===== src/rtl/exc_pkg.sv =====
// Shared exception codes and arbiter FSM state type for the csr / exc_arbiter slice.
package exc_pkg;

  localparam int EX_CODE_W = 6;
  localparam int THR_ID_W  = 8;

  // Exception codes reported by each thread csr.
  localparam logic [EX_CODE_W-1:0] EX_CLR   = 6'h00;
  localparam logic [EX_CODE_W-1:0] ALU_EX   = 6'h01;
  localparam logic [EX_CODE_W-1:0] IL_OP    = 6'h05;
  localparam logic [EX_CODE_W-1:0] STACK_OV = 6'h0B;
  localparam logic [EX_CODE_W-1:0] SEGFAULT = 6'h12;
  localparam logic [EX_CODE_W-1:0] BRKPT    = 6'h3F;

  // Arbiter states: one report is in flight from REPORT until DRAIN completes.
  typedef enum logic [2:0] {
    ST_IDLE        = 3'd0,
    ST_REPORT      = 3'd1,
    ST_WAIT_RESUME = 3'd2,
    ST_CLEAR       = 3'd3,
    ST_DRAIN       = 3'd4
  } exc_state_e;

  // Everything except a breakpoint is treated as fatal by the host.
  function automatic logic is_fatal(input logic [EX_CODE_W-1:0] code);
    return (code != BRKPT);
  endfunction

endpackage


===== src/rtl/exc_arbiter_rr_pick.sv =====
// Combinational round-robin picker: first request at or after ptr, wrapping.
module rr_pick #(
  parameter int N     = 4,
  parameter int IDX_W = 2
) (
  input  logic [N-1:0]     req,
  input  logic [IDX_W-1:0] ptr,
  output logic [N-1:0]     grant,
  output logic [IDX_W-1:0] idx,
  output logic             any
);

  localparam int SW = IDX_W + 1;

  logic [N-1:0]  rot;
  logic [SW-1:0] sum;

  // Rotate requests so ptr sits at bit 0, take the lowest set bit, map back.
  always_comb begin
    rot   = N'({req, req} >> ptr);
    any   = |req;
    sum   = '0;
    grant = '0;
    for (int k = N - 1; k >= 0; k--) begin
      if (rot[k]) begin
        sum = SW'(ptr) + SW'(k);
      end
    end
    if (sum >= SW'(N)) begin
      sum = sum - SW'(N);
    end
    idx = sum[IDX_W-1:0];
    for (int i = 0; i < N; i++) begin
      if (any && (sum == SW'(i))) begin
        grant[i] = 1'b1;
      end
    end
  end

endmodule


===== src/rtl/exc_arbiter.sv =====
// Exception arbiter: serves per-thread csr stalls one at a time in round-robin
// order, reports each to the host, and clears the csr after the host resumes.
//
// Host handshake (exc_valid / exc_ready): a report transfers on any posedge
// where both are high. While exc_valid is high and exc_ready low, exc_thr_id,
// exc_code and exc_fatal hold constant; exc_valid only drops after a transfer
// or on reset.
module exc_arbiter
  import exc_pkg::*;
#(
  parameter int NUM_THR = 4,
  parameter int CNT_W   = 16
) (
  input  logic                             clk,
  input  logic                             rst_n,
  input  logic [NUM_THR-1:0]               csr_stall,
  input  logic [NUM_THR-1:0][EX_CODE_W-1:0] ex_code,
  input  logic [NUM_THR-1:0][THR_ID_W-1:0]  thr_id,
  output logic [NUM_THR-1:0]               clr_ex,
  output logic                             exc_valid,
  input  logic                             exc_ready,
  output logic [THR_ID_W-1:0]              exc_thr_id,
  output logic [EX_CODE_W-1:0]             exc_code,
  output logic                             exc_fatal,
  input  logic                             host_resume,
  output logic [CNT_W-1:0]                 exc_count,
  output logic                             busy,
  output exc_state_e                       dbg_state,
  output logic [$clog2(NUM_THR)-1:0]       dbg_rr_ptr
);

  localparam int IDX_W = $clog2(NUM_THR);

  exc_state_e           state_q, state_d;
  logic [IDX_W-1:0]     rr_ptr_q, rr_ptr_d;
  logic [IDX_W-1:0]     sel_idx_q, sel_idx_d;
  logic [NUM_THR-1:0]   sel_oh_q, sel_oh_d;
  logic [THR_ID_W-1:0]  lat_id_q, lat_id_d;
  logic [EX_CODE_W-1:0] lat_code_q, lat_code_d;
  logic [CNT_W-1:0]     exc_count_q, exc_count_d;

  logic [NUM_THR-1:0]   pick_grant;
  logic [IDX_W-1:0]     pick_idx;
  logic                 pick_any;

  rr_pick #(
    .N     (NUM_THR),
    .IDX_W (IDX_W)
  ) u_rr_pick (
    .req   (csr_stall),
    .ptr   (rr_ptr_q),
    .grant (pick_grant),
    .idx   (pick_idx),
    .any   (pick_any)
  );

  // State and latched-report registers; reset aborts any report in flight.
  always_ff @(posedge clk or negedge rst_n) begin
    if (!rst_n) begin
      state_q     <= ST_IDLE;
      rr_ptr_q    <= '0;
      sel_idx_q   <= '0;
      sel_oh_q    <= '0;
      lat_id_q    <= '0;
      lat_code_q  <= '0;
      exc_count_q <= '0;
    end else begin
      state_q     <= state_d;
      rr_ptr_q    <= rr_ptr_d;
      sel_idx_q   <= sel_idx_d;
      sel_oh_q    <= sel_oh_d;
      lat_id_q    <= lat_id_d;
      lat_code_q  <= lat_code_d;
      exc_count_q <= exc_count_d;
    end
  end

  // Next-state logic: pick and latch in IDLE, then walk one report to completion.
  always_comb begin
    state_d     = state_q;
    rr_ptr_d    = rr_ptr_q;
    sel_idx_d   = sel_idx_q;
    sel_oh_d    = sel_oh_q;
    lat_id_d    = lat_id_q;
    lat_code_d  = lat_code_q;
    exc_count_d = exc_count_q;
    case (state_q)
      ST_IDLE: begin
        if (pick_any) begin
          sel_idx_d  = pick_idx;
          sel_oh_d   = pick_grant;
          lat_id_d   = thr_id[pick_idx];
          lat_code_d = ex_code[pick_idx];
          state_d    = ST_REPORT;
        end
      end
      ST_REPORT: begin
        if (exc_ready) begin
          if (exc_count_q != {CNT_W{1'b1}}) begin
            exc_count_d = exc_count_q + CNT_W'(1);
          end
          state_d = ST_WAIT_RESUME;
        end
      end
      ST_WAIT_RESUME: begin
        if (host_resume) begin
          state_d = ST_CLEAR;
        end
      end
      ST_CLEAR: begin
        state_d = ST_DRAIN;
      end
      ST_DRAIN: begin
        // Wait for the csr to drop its flag so the same stall is not re-picked.
        if ((csr_stall & sel_oh_q) == '0) begin
          rr_ptr_d = (sel_idx_q == IDX_W'(NUM_THR - 1)) ? '0 : sel_idx_q + IDX_W'(1);
          state_d  = ST_IDLE;
        end
      end
      default: begin
        state_d = ST_IDLE;
      end
    endcase
  end

  // Outputs decoded from state; report fields read as zero while idle.
  always_comb begin
    busy       = (state_q != ST_IDLE);
    exc_valid  = (state_q == ST_REPORT);
    clr_ex     = (state_q == ST_CLEAR) ? sel_oh_q : '0;
    exc_thr_id = busy ? lat_id_q : '0;
    exc_code   = busy ? lat_code_q : '0;
    exc_fatal  = busy & is_fatal(lat_code_q);
    exc_count  = exc_count_q;
    dbg_state  = state_q;
    dbg_rr_ptr = rr_ptr_q;
  end

endmodule


===== config.mk =====
export PLATFORM = sky130hd
export DESIGN_NAME = exc_arbiter
export DESIGN_NICKNAME = d
export VERILOG_FILES = /design/src/rtl/exc_pkg.sv /design/src/rtl/exc_arbiter_rr_pick.sv /design/src/rtl/exc_arbiter.sv
export SDC_FILE = /design/constraint.sdc
export NUM_CORES = 1
export LEC_CHECK = 0
export CAP_MARGIN = 15
export CORE_MARGIN = 2
export CORE_UTILIZATION = 42
export DETAILED_ROUTE_END_ITERATION = 12
export PLACE_DENSITY = 0.82
export SLEW_MARGIN = 20
export SYNTH_ARGS = -nofsm -noshare
export SYNTH_HDL_FRONTEND = slang
export SYNTH_SLANG_ARGS = --single-unit

===== constraint.sdc =====
create_clock -name clk -period 2.3 [get_ports clk]
set_clock_uncertainty 0.15 [all_clocks]
set_input_delay 0.345 -clock clk [delete_from_list [all_inputs] [get_ports clk]]
set_output_delay 0.345 -clock clk [all_outputs]
set_load 0.02 [all_outputs]

==> summary.md, run 1 <==
| Metric | Value |
|---|---|
| Final Max Slew Viols | `0` |
| # Max-Cap Violations | `0` |
| NetSw | `0.00169 W` |
| Most common library cell in the layout ignoring fill and taps | `sky130_fd_sc_hd__clkdlybuf4s50_1` |
| Post-synthesis sequential element count | `41` |
| Routed length per placed instance | `15.5 um` |
| Final-report setup violation count | `0` |
| Detailed-route via count | `2438` |
| Fraction of final layout cells sized beyond drive strength 1 | `0.102` |
| Site row count | `27` |
| Number of distinct standard cells referenced by the synthesized netlist | `43` |
| Total congestion overflow after global routing | `0` |
| Type of the setup path with the least slack | `reg2reg` |
| Net count after synthesis | `339` |
| RSZ-0062 raised after global routing | `no` |
| Clock-pin slew of the registers on the worst-case setup and hold paths | `0.09 ns` |
| Fmax achieved | `0.476 GHz` |
| Number of antenna violations at the first check in global routing | `0` |
| Starting density of the core | `0.432` |
| Number of clock sinks | `41` |
| Switching portion of total power | `0.411` |
| Remaining antenna violation count | `0` |
| Total CTS buffers | `5` |
| Critical Path Start Type | `flop` |
| DRT Wirelength | `7180 um` |
| Vias per inst | `5.25` |
| P per Cell Area | `1090 nW/um^2` |
| Max clock buf depth | `2` |
| Part of the cycle the worst path needs | `0.913` |
| Worst hold path type | `reg2reg` |
| GP Congestion | `0.856` |
| Maximum vdd ir drop | `0.000727 V` |
| Deepest level of the CTS H-tree | `2` |
| Yosys warnings | `0` |
| Shortest clock period the worst path allows after layout | `2.10 ns` |
| Largest net degree at the start of global routing | `24` |
| First-pass iteration count of the detailed router | `4` |
| Most area-hungry cell type in the Yosys netlist | `sky130_fd_sc_hd__dfrtp_1` |
| First-pass GRT wire length | `11200 um` |
| Placed cells | `453` |
| Avg Inst Size Synth | `8.61 um^2` |
| Instance count of the mapped netlist | `273` |
| Non-filler cells, final | `464` |
| Sequential fraction of design power | `0.293` |
| Total Routing Usage GR | `0.231` |
| Outcome | `complete, no violations` |
| Number of input and output port buffers inserted | `105` |
| Critical path required time | `2.36 ns` |
| Clk Tree Root Cell | `sky130_fd_sc_hd__clkbuf_8` |
| Share of synthesized area occupied by flip-flops and latches | `0.437` |
| Slew at the pin with the worst max-slew slack | `0.541 ns` |
| Share of Yosys cell area claimed by the top area cell type | `0.437` |
| Combinational share of power | `0.560` |
| Worst EP arrival | `2.16 ns` |
| Number of top-level pins | `106` |
| Via count of the first global-routing pass | `2323` |
| Leading cell types in the layout, fill and taps excluded | `83 x sky130_fd_sc_hd__clkdlybuf4s50_1, 69 x sky130_fd_sc_hd__nand2_1, 38 x sky130_fd_sc_hd__dfrtp_1` |
| Number of DRC markers in iteration 0 | `124` |
| Latest clock arrival within the worst-skew pair | `0.29 ns` |
| Die span in y | `78.8 um` |
| Ant. Diodes | `0` |
| Fin nets | `457` |
| Clock share of power | `0.146` |
| Crit Path Max Fanout | `7` |
| Die boundary width | `78.8 um` |
| Cell Int Power | `0.00242 W` |
| Worst slew margin relative to its limit | `0.639` |
| DRC violations left | `0` |
| Worst setup EP type | `flop` |
| Placeable core region | `5440 um^2` |
| Final core utilization | `0.693` |
| Post-synth design cell area | `2350 um^2` |
| Area growth from synthesis to final layout | `60.5%` |
| Clock tree from TritonCTS | `done` |
| LEAKAGE | `1.93 nW` |
| Area contributors post-synth | `sky130_fd_sc_hd__dfrtp_1 44%, sky130_fd_sc_hd__nand2_1 11%, sky130_fd_sc_hd__a21oi_1 6.4%, sky130_fd_sc_hd__a211o_1 5.2%, sky130_fd_sc_hd__nor2b_1 3.7%` |
| Die outline area | `6210 um^2` |
| Final hold violation count | `0` |
| Half-perimeter wire length after detailed placement | `5220 um` |
[flip-flops by register name, summed over array words and instances (netlist names)]
name,flops
exc_count,16
lat_id_q,8
lat_code_q,6
dbg_state,3
dbg_rr_ptr,2
sel_idx_q,2
sel_oh_q,4
[layout make-up]
class	instances	area, um^2
Clock buffer	6	82.6
Multi-Input combinational cell	213	1240
Clock inverter	2	37.5
Inverter	6	22.5
Tap cell	72	90.1
Sequential cell	41	1030
Fill cell	427	1670
Timing Repair Buffer	124	1270
[cell families (layout without fill, tap and decap cells)]
| logic type | after synthesis | count (layout) | synth area share |
|---|---|---|---|
| and+or+nand+nor | 129 | 129 | 0.268 |
| AOI/OAI and AO/OA | 65 | 65 | 0.182 |
| DFF | 41 | 41 | 0.437 |
| xor gates and xnor gates | 14 | 14 | 0.0522 |
| adders and majority gates | 2 | 2 | 0.0106 |
| muxes | 3 | 3 | 0.0138 |
| buffers and inverters | 19 | 138 | 0.0373 |
[repair_timing]
item                                   in CTS  in global routing
endpoints found under the hold margin      21                  0
hold buffers                                1                  0
setup endpoints to repair                   9                 17
setup buffers                               0                  2
pin swaps                                   0                  0
resized for setup                           5                 19
[layer usage]
metal | GRT usage | wire, um | share of wire
met3 | 0.0398 | 330 | 0.046
met4 | 0.0842 | 108 | 0.015
met2 | 0.382 | 3660 | 0.51
met5 | 0 | 0 | 0
met1 | 0.304 | 3070 | 0.43
[path summary, 6_finish.rpt]
path / start / to / slack [ns] / cells past startpoint
max reg2reg: dbg_state[1] / exc_count[15] / 0.20 / 6
max: dbg_state[1] / exc_count[15] / 0.20 / 6
min: lat_id_q[7] / lat_id_q[7] / 0.33 / 1
min reg2reg: lat_id_q[7] / lat_id_q[7] / 0.33 / 1
min in group asynchronous: rst_n / lat_id_q[7] / 0.42 / 2
max in group asynchronous: rst_n / dbg_state[2] / 1.01 / 3
[synthesized netlist by cell type (all sizes together)]
library cell	number
nand2	70
dfrtp	41
a21oi	31
a211o	14
nor2b	14
nor2	11
xnor2	10
nand3	9
buf	8
nand4	7
o21ai	7
inv	6
clkbuf	5
and2	4
nor3	4
xor2	4
and3	3
a21boi	2
a31oi	2
and4	2
ha	2
mux2	2
a21o	1
a221oi	1
a22o	1
a2bb2oi	1
and3b	1
mux2i	1
nand4bb	1
nor3b	1
o21a	1
o221a	1
o221ai	1
o22ai	1
o31ai	1
or3b	1
or4	1
[power by group through the flow]
stage                     clock (W)  combinational (W)  sequential (W)
after floorplan                   0            0.00126         0.00124
after global placement            0            0.00229         0.00121
after detailed placement          0            0.00232         0.00122
after CTS                  0.000617            0.00231         0.00121
after global routing       0.000654            0.00251         0.00124
final                      0.000602            0.00231         0.00121
[stage by stage]
| stage | power (W) | hold slack (ns) | instance area [um^2] | setup WS, ns | setup TNS [ns] |
|---|---|---|---|---|---|
| finish | 0.00412 | 0.334 | 3770 | 0.200 | 0 |
| global route | 0.00441 | 0.358 | 3770 | 0.0523 | 0 |
| CTS | 0.00413 | 0.336 | 3710 | 0.00118 | 0 |
| detailed placement | 0.00354 | 0.204 | 3580 | -0.0134 | -0.0614 |
| global placement | 0.00349 | 0.207 | 3580 | 0.0157 | 0 |
| floorplan | 0.00250 | -0.101 | 2350 | 0.379 | 0 |
[critical path, cell delays in order (launching register included)]
cell                        delay [ns]
sky130_fd_sc_hd__dfrtp_2          0.45
sky130_fd_sc_hd__buf_4            0.17
sky130_fd_sc_hd__nand4bb_1        0.29
sky130_fd_sc_hd__nor3_1           0.42
sky130_fd_sc_hd__nand3_1          0.22
sky130_fd_sc_hd__nor2_1           0.17
sky130_fd_sc_hd__xor2_1           0.15
No activity file was read; power rests on OpenSTA's default activity.
==> run 2, diff against run 1 <==
Settings changed: SLEW_MARGIN 20 to 40.
==> results of run 2 <==
No change in the layout: final DEF, timing and power equal those of run 1.
==> run 3, diff against run 2 <==
Settings changed: CORE_MARGIN 2 to unset.
==> run 3 against run 2 <==
Against the previous run:
- sequential share of layout area shrank 0.084 points
- core utilization grew 2.7 points
- non-clock buffer count shrank 2
- via count shrank 0.49%
- first-iteration DRC count shrank 34%
- design area is essentially flat
- fmax shrank 7.0%
- hold slack gained 0.00057 ns
- cell count shrank 0.86%
- flip-flop and latch count is the same
- setup slack lost 0.16 ns
- critical endpoint is now exc_valid
- largest cell class unchanged
==> summary.md, run 3 (same netlist as run 1, synthesis figures left out) <==
| Metric | Value |
|---|---|
| Outcome | `complete, no violations (unchanged)` |
| Total CTS buffers | `5 (unchanged)` |
| DRC violations left | `0 (unchanged)` |
| First-pass iteration count of the detailed router | `4 (unchanged)` |
| Worst setup EP type | `output pin (was flop)` |
| Final hold violation count | `0 (unchanged)` |
| GP Congestion | `0.868 (was 0.856)` |
| Fill cell total of the finished layout | `407 (was 427)` |
| Deepest level of the CTS H-tree | `2 (unchanged)` |
| Via count of the first global-routing pass | `2393 (was 2323)` |
| Number of antenna violations at the first check in global routing | `0 (unchanged)` |
| P per Cell Area | `1090 nW/um^2 (about the same)` |
| Vias per inst | `5.27 (was 5.25)` |
| Clock tree from TritonCTS | `done (unchanged)` |
| Clock-pin slew of the registers on the worst-case setup and hold paths | `0.08 ns (was 0.09 ns)` |
| Setup TNS after final layout | `0 ns (unchanged)` |
| DRT Wirelength | `6830 um (was 7180 um)` |
| Fraction of final layout cells sized beyond drive strength 1 | `0.0897 (was 0.102)` |
| Power, Total | `0.00412 W (about the same)` |
| Remaining antenna violation count | `0 (unchanged)` |
| Max clock buf depth | `2 (unchanged)` |
| Final-report setup violation count | `0 (unchanged)` |
| Number of top-level pins | `106 (unchanged)` |
| Critical Path Start Type | `flop (unchanged)` |
| Total congestion overflow after global routing | `0 (unchanged)` |
| Final Max Slew Viols | `0 (unchanged)` |
| Worst R2R Path Depth | `6 (unchanged)` |
| Area growth from synthesis to final layout | `60.6% (was 60.5%)` |
| Maximum vdd ir drop | `0.000562 V (was 0.000727 V)` |
| Placeable core region | `5240 um^2 (was 5440 um^2)` |
| Slew at the pin with the worst max-slew slack | `0.387 ns (was 0.541 ns)` |
| Fin nets | `455 (was 457)` |
| Ant. Diodes | `0 (unchanged)` |
| LEAKAGE | `1.92 nW (was 1.93 nW)` |
| Routed length per placed instance | `14.9 um (was 15.5 um)` |
| FF/Latch Area | `1030 um^2 (about the same)` |
| Half-perimeter wire length after detailed placement | `4940 um (was 5220 um)` |
| RSZ-0062 raised after global routing | `no (unchanged)` |
| Leading cell types in the layout, fill and taps excluded | `85 x sky130_fd_sc_hd__clkdlybuf4s50_1, 69 x sky130_fd_sc_hd__nand2_1, 40 x sky130_fd_sc_hd__dfrtp_1 (was 83 x sky130_fd_sc_hd__clkdlybuf4s50_1, 69 x sky130_fd_sc_hd__nand2_1, 38 x sky130_fd_sc_hd__dfrtp_1)` |
| Max FFs per register | `16 (unchanged)` |
| First-pass GRT wire length | `11300 um (was 11200 um)` |
| Largest net degree at the start of global routing | `42 (was 24)` |
| Die boundary width | `76.8 um (was 78.8 um)` |
| Critical path required time | `1.80 ns (was 2.36 ns)` |
| Latest clock arrival within the worst-skew pair | `0.29 ns (about the same)` |
| Shortest clock period the worst path allows after layout | `2.26 ns (was 2.10 ns)` |
| Fmax achieved | `0.443 GHz (was 0.476 GHz)` |
| Number of clock sinks | `41 (unchanged)` |
| Crit Path Max Fanout | `7 (unchanged)` |
| # Max-Cap Violations | `0 (unchanged)` |
| Total Routing Usage GR | `0.241 (was 0.231)` |
| Worst EP arrival | `1.76 ns (was 2.16 ns)` |
| Clk Tree Root Cell | `sky130_fd_sc_hd__clkbuf_8 (unchanged)` |
| Area used by multi-input combinational logic | `1240 um^2 (unchanged)` |
| Site row count | `26 (was 27)` |
| Die span in y | `76.8 um (was 78.8 um)` |
| Type of the setup path with the least slack | `reg2out (was reg2reg)` |
| Worst hold path type | `reg2reg (unchanged)` |
| Worst slew margin relative to its limit | `0.742 (was 0.639)` |
| Number of DRC markers in iteration 0 | `82 (was 124)` |
| Number of input and output port buffers inserted | `105 (unchanged)` |
| Starting density of the core | `0.449 (was 0.432)` |
| Detailed-route via count | `2426 (was 2438)` |
| Die outline area | `5900 um^2 (was 6210 um^2)` |
| Part of the cycle the worst path needs | `0.982 (was 0.913)` |
| Cell depth of the worst hold path | `1 (unchanged)` |
| Most common library cell in the layout ignoring fill and taps | `sky130_fd_sc_hd__clkdlybuf4s50_1 (unchanged)` |
[run 3: report_power, final]
part / internal [W] / switching [W] / total (W)
combinational: 0.00113 / 0.00120 / 0.00233
sequential: 0.000970 / 0.000237 / 0.00121
clock: 0.000326 / 0.000252 / 0.000578
total: 0.00242 / 0.00169 / 0.00412
[run 3: cell type report]
class	count	share of cell area
Sequential cell	41	0.272
Multi-Input combinational cell	213	0.329
Timing Repair Buffer	122	0.340
Inverter	6	0.00597
Clock inverter	2	0.0103
Tap cell	70	0.0232
Clock buffer	6	0.0192
[run 3: timing repair]
item	4_1_cts	5_1_grt
endpoints found under the setup margin	9	18
buffers inserted	0	1
hold buffers	1	0
endpoints found under the hold margin	41	0
cloned	0	0
resized for setup	2	18
[run 3: path summary, 6_finish.rpt]
kind                            endpoint         start  slack (ns)
min in group asynchronous    lat_id_q[2]         rst_n        0.39
max in group asynchronous   dbg_state[0]         rst_n        1.39
max                            exc_valid  dbg_state[2]        0.04
min reg2reg                  lat_id_q[0]   lat_id_q[0]        0.33
max reg2reg                exc_count[13]  dbg_state[2]        0.31
min                          lat_id_q[0]   lat_id_q[0]        0.33
[run 3: worst max-delay path, cell delays in order (launching register included)]
cell and delay, ns:
sky130_fd_sc_hd__dfrtp_1 0.44, sky130_fd_sc_hd__buf_4 0.18, sky130_fd_sc_hd__nor3_1 0.20, sky130_fd_sc_hd__clkdlybuf4s50_1 0.65
[run 3: layer usage]
metal / up-vias / track usage / routed length (um)
li1: 1177 / - / -
met1: 1171 / 0.313 / 3090
met2: 66 / 0.406 / 3340
met3: 12 / 0.0464 / 303
met4: 0 / 0.0692 / 104
met5: - / 0 / 0
[run 3: through the flow]
| step | hold slack, ns | util | setup slack [ns] | std cells | instance area, um^2 |
|---|---|---|---|---|---|
| after detailed placement | 0.183 | 0.687 | -0.0233 | 450 | 3600 |
| after global placement | 0.183 | 0.687 | 0.0178 | 450 | 3600 |
| after global routing | 0.350 | 0.720 | 0.00246 | 460 | 3770 |
| final | 0.335 | 0.720 | 0.0424 | 460 | 3770 |
| after floorplan | -0.101 | - | 0.379 | 273 | 2350 |
| after CTS | 0.338 | 0.710 | 0.0157 | 459 | 3720 |
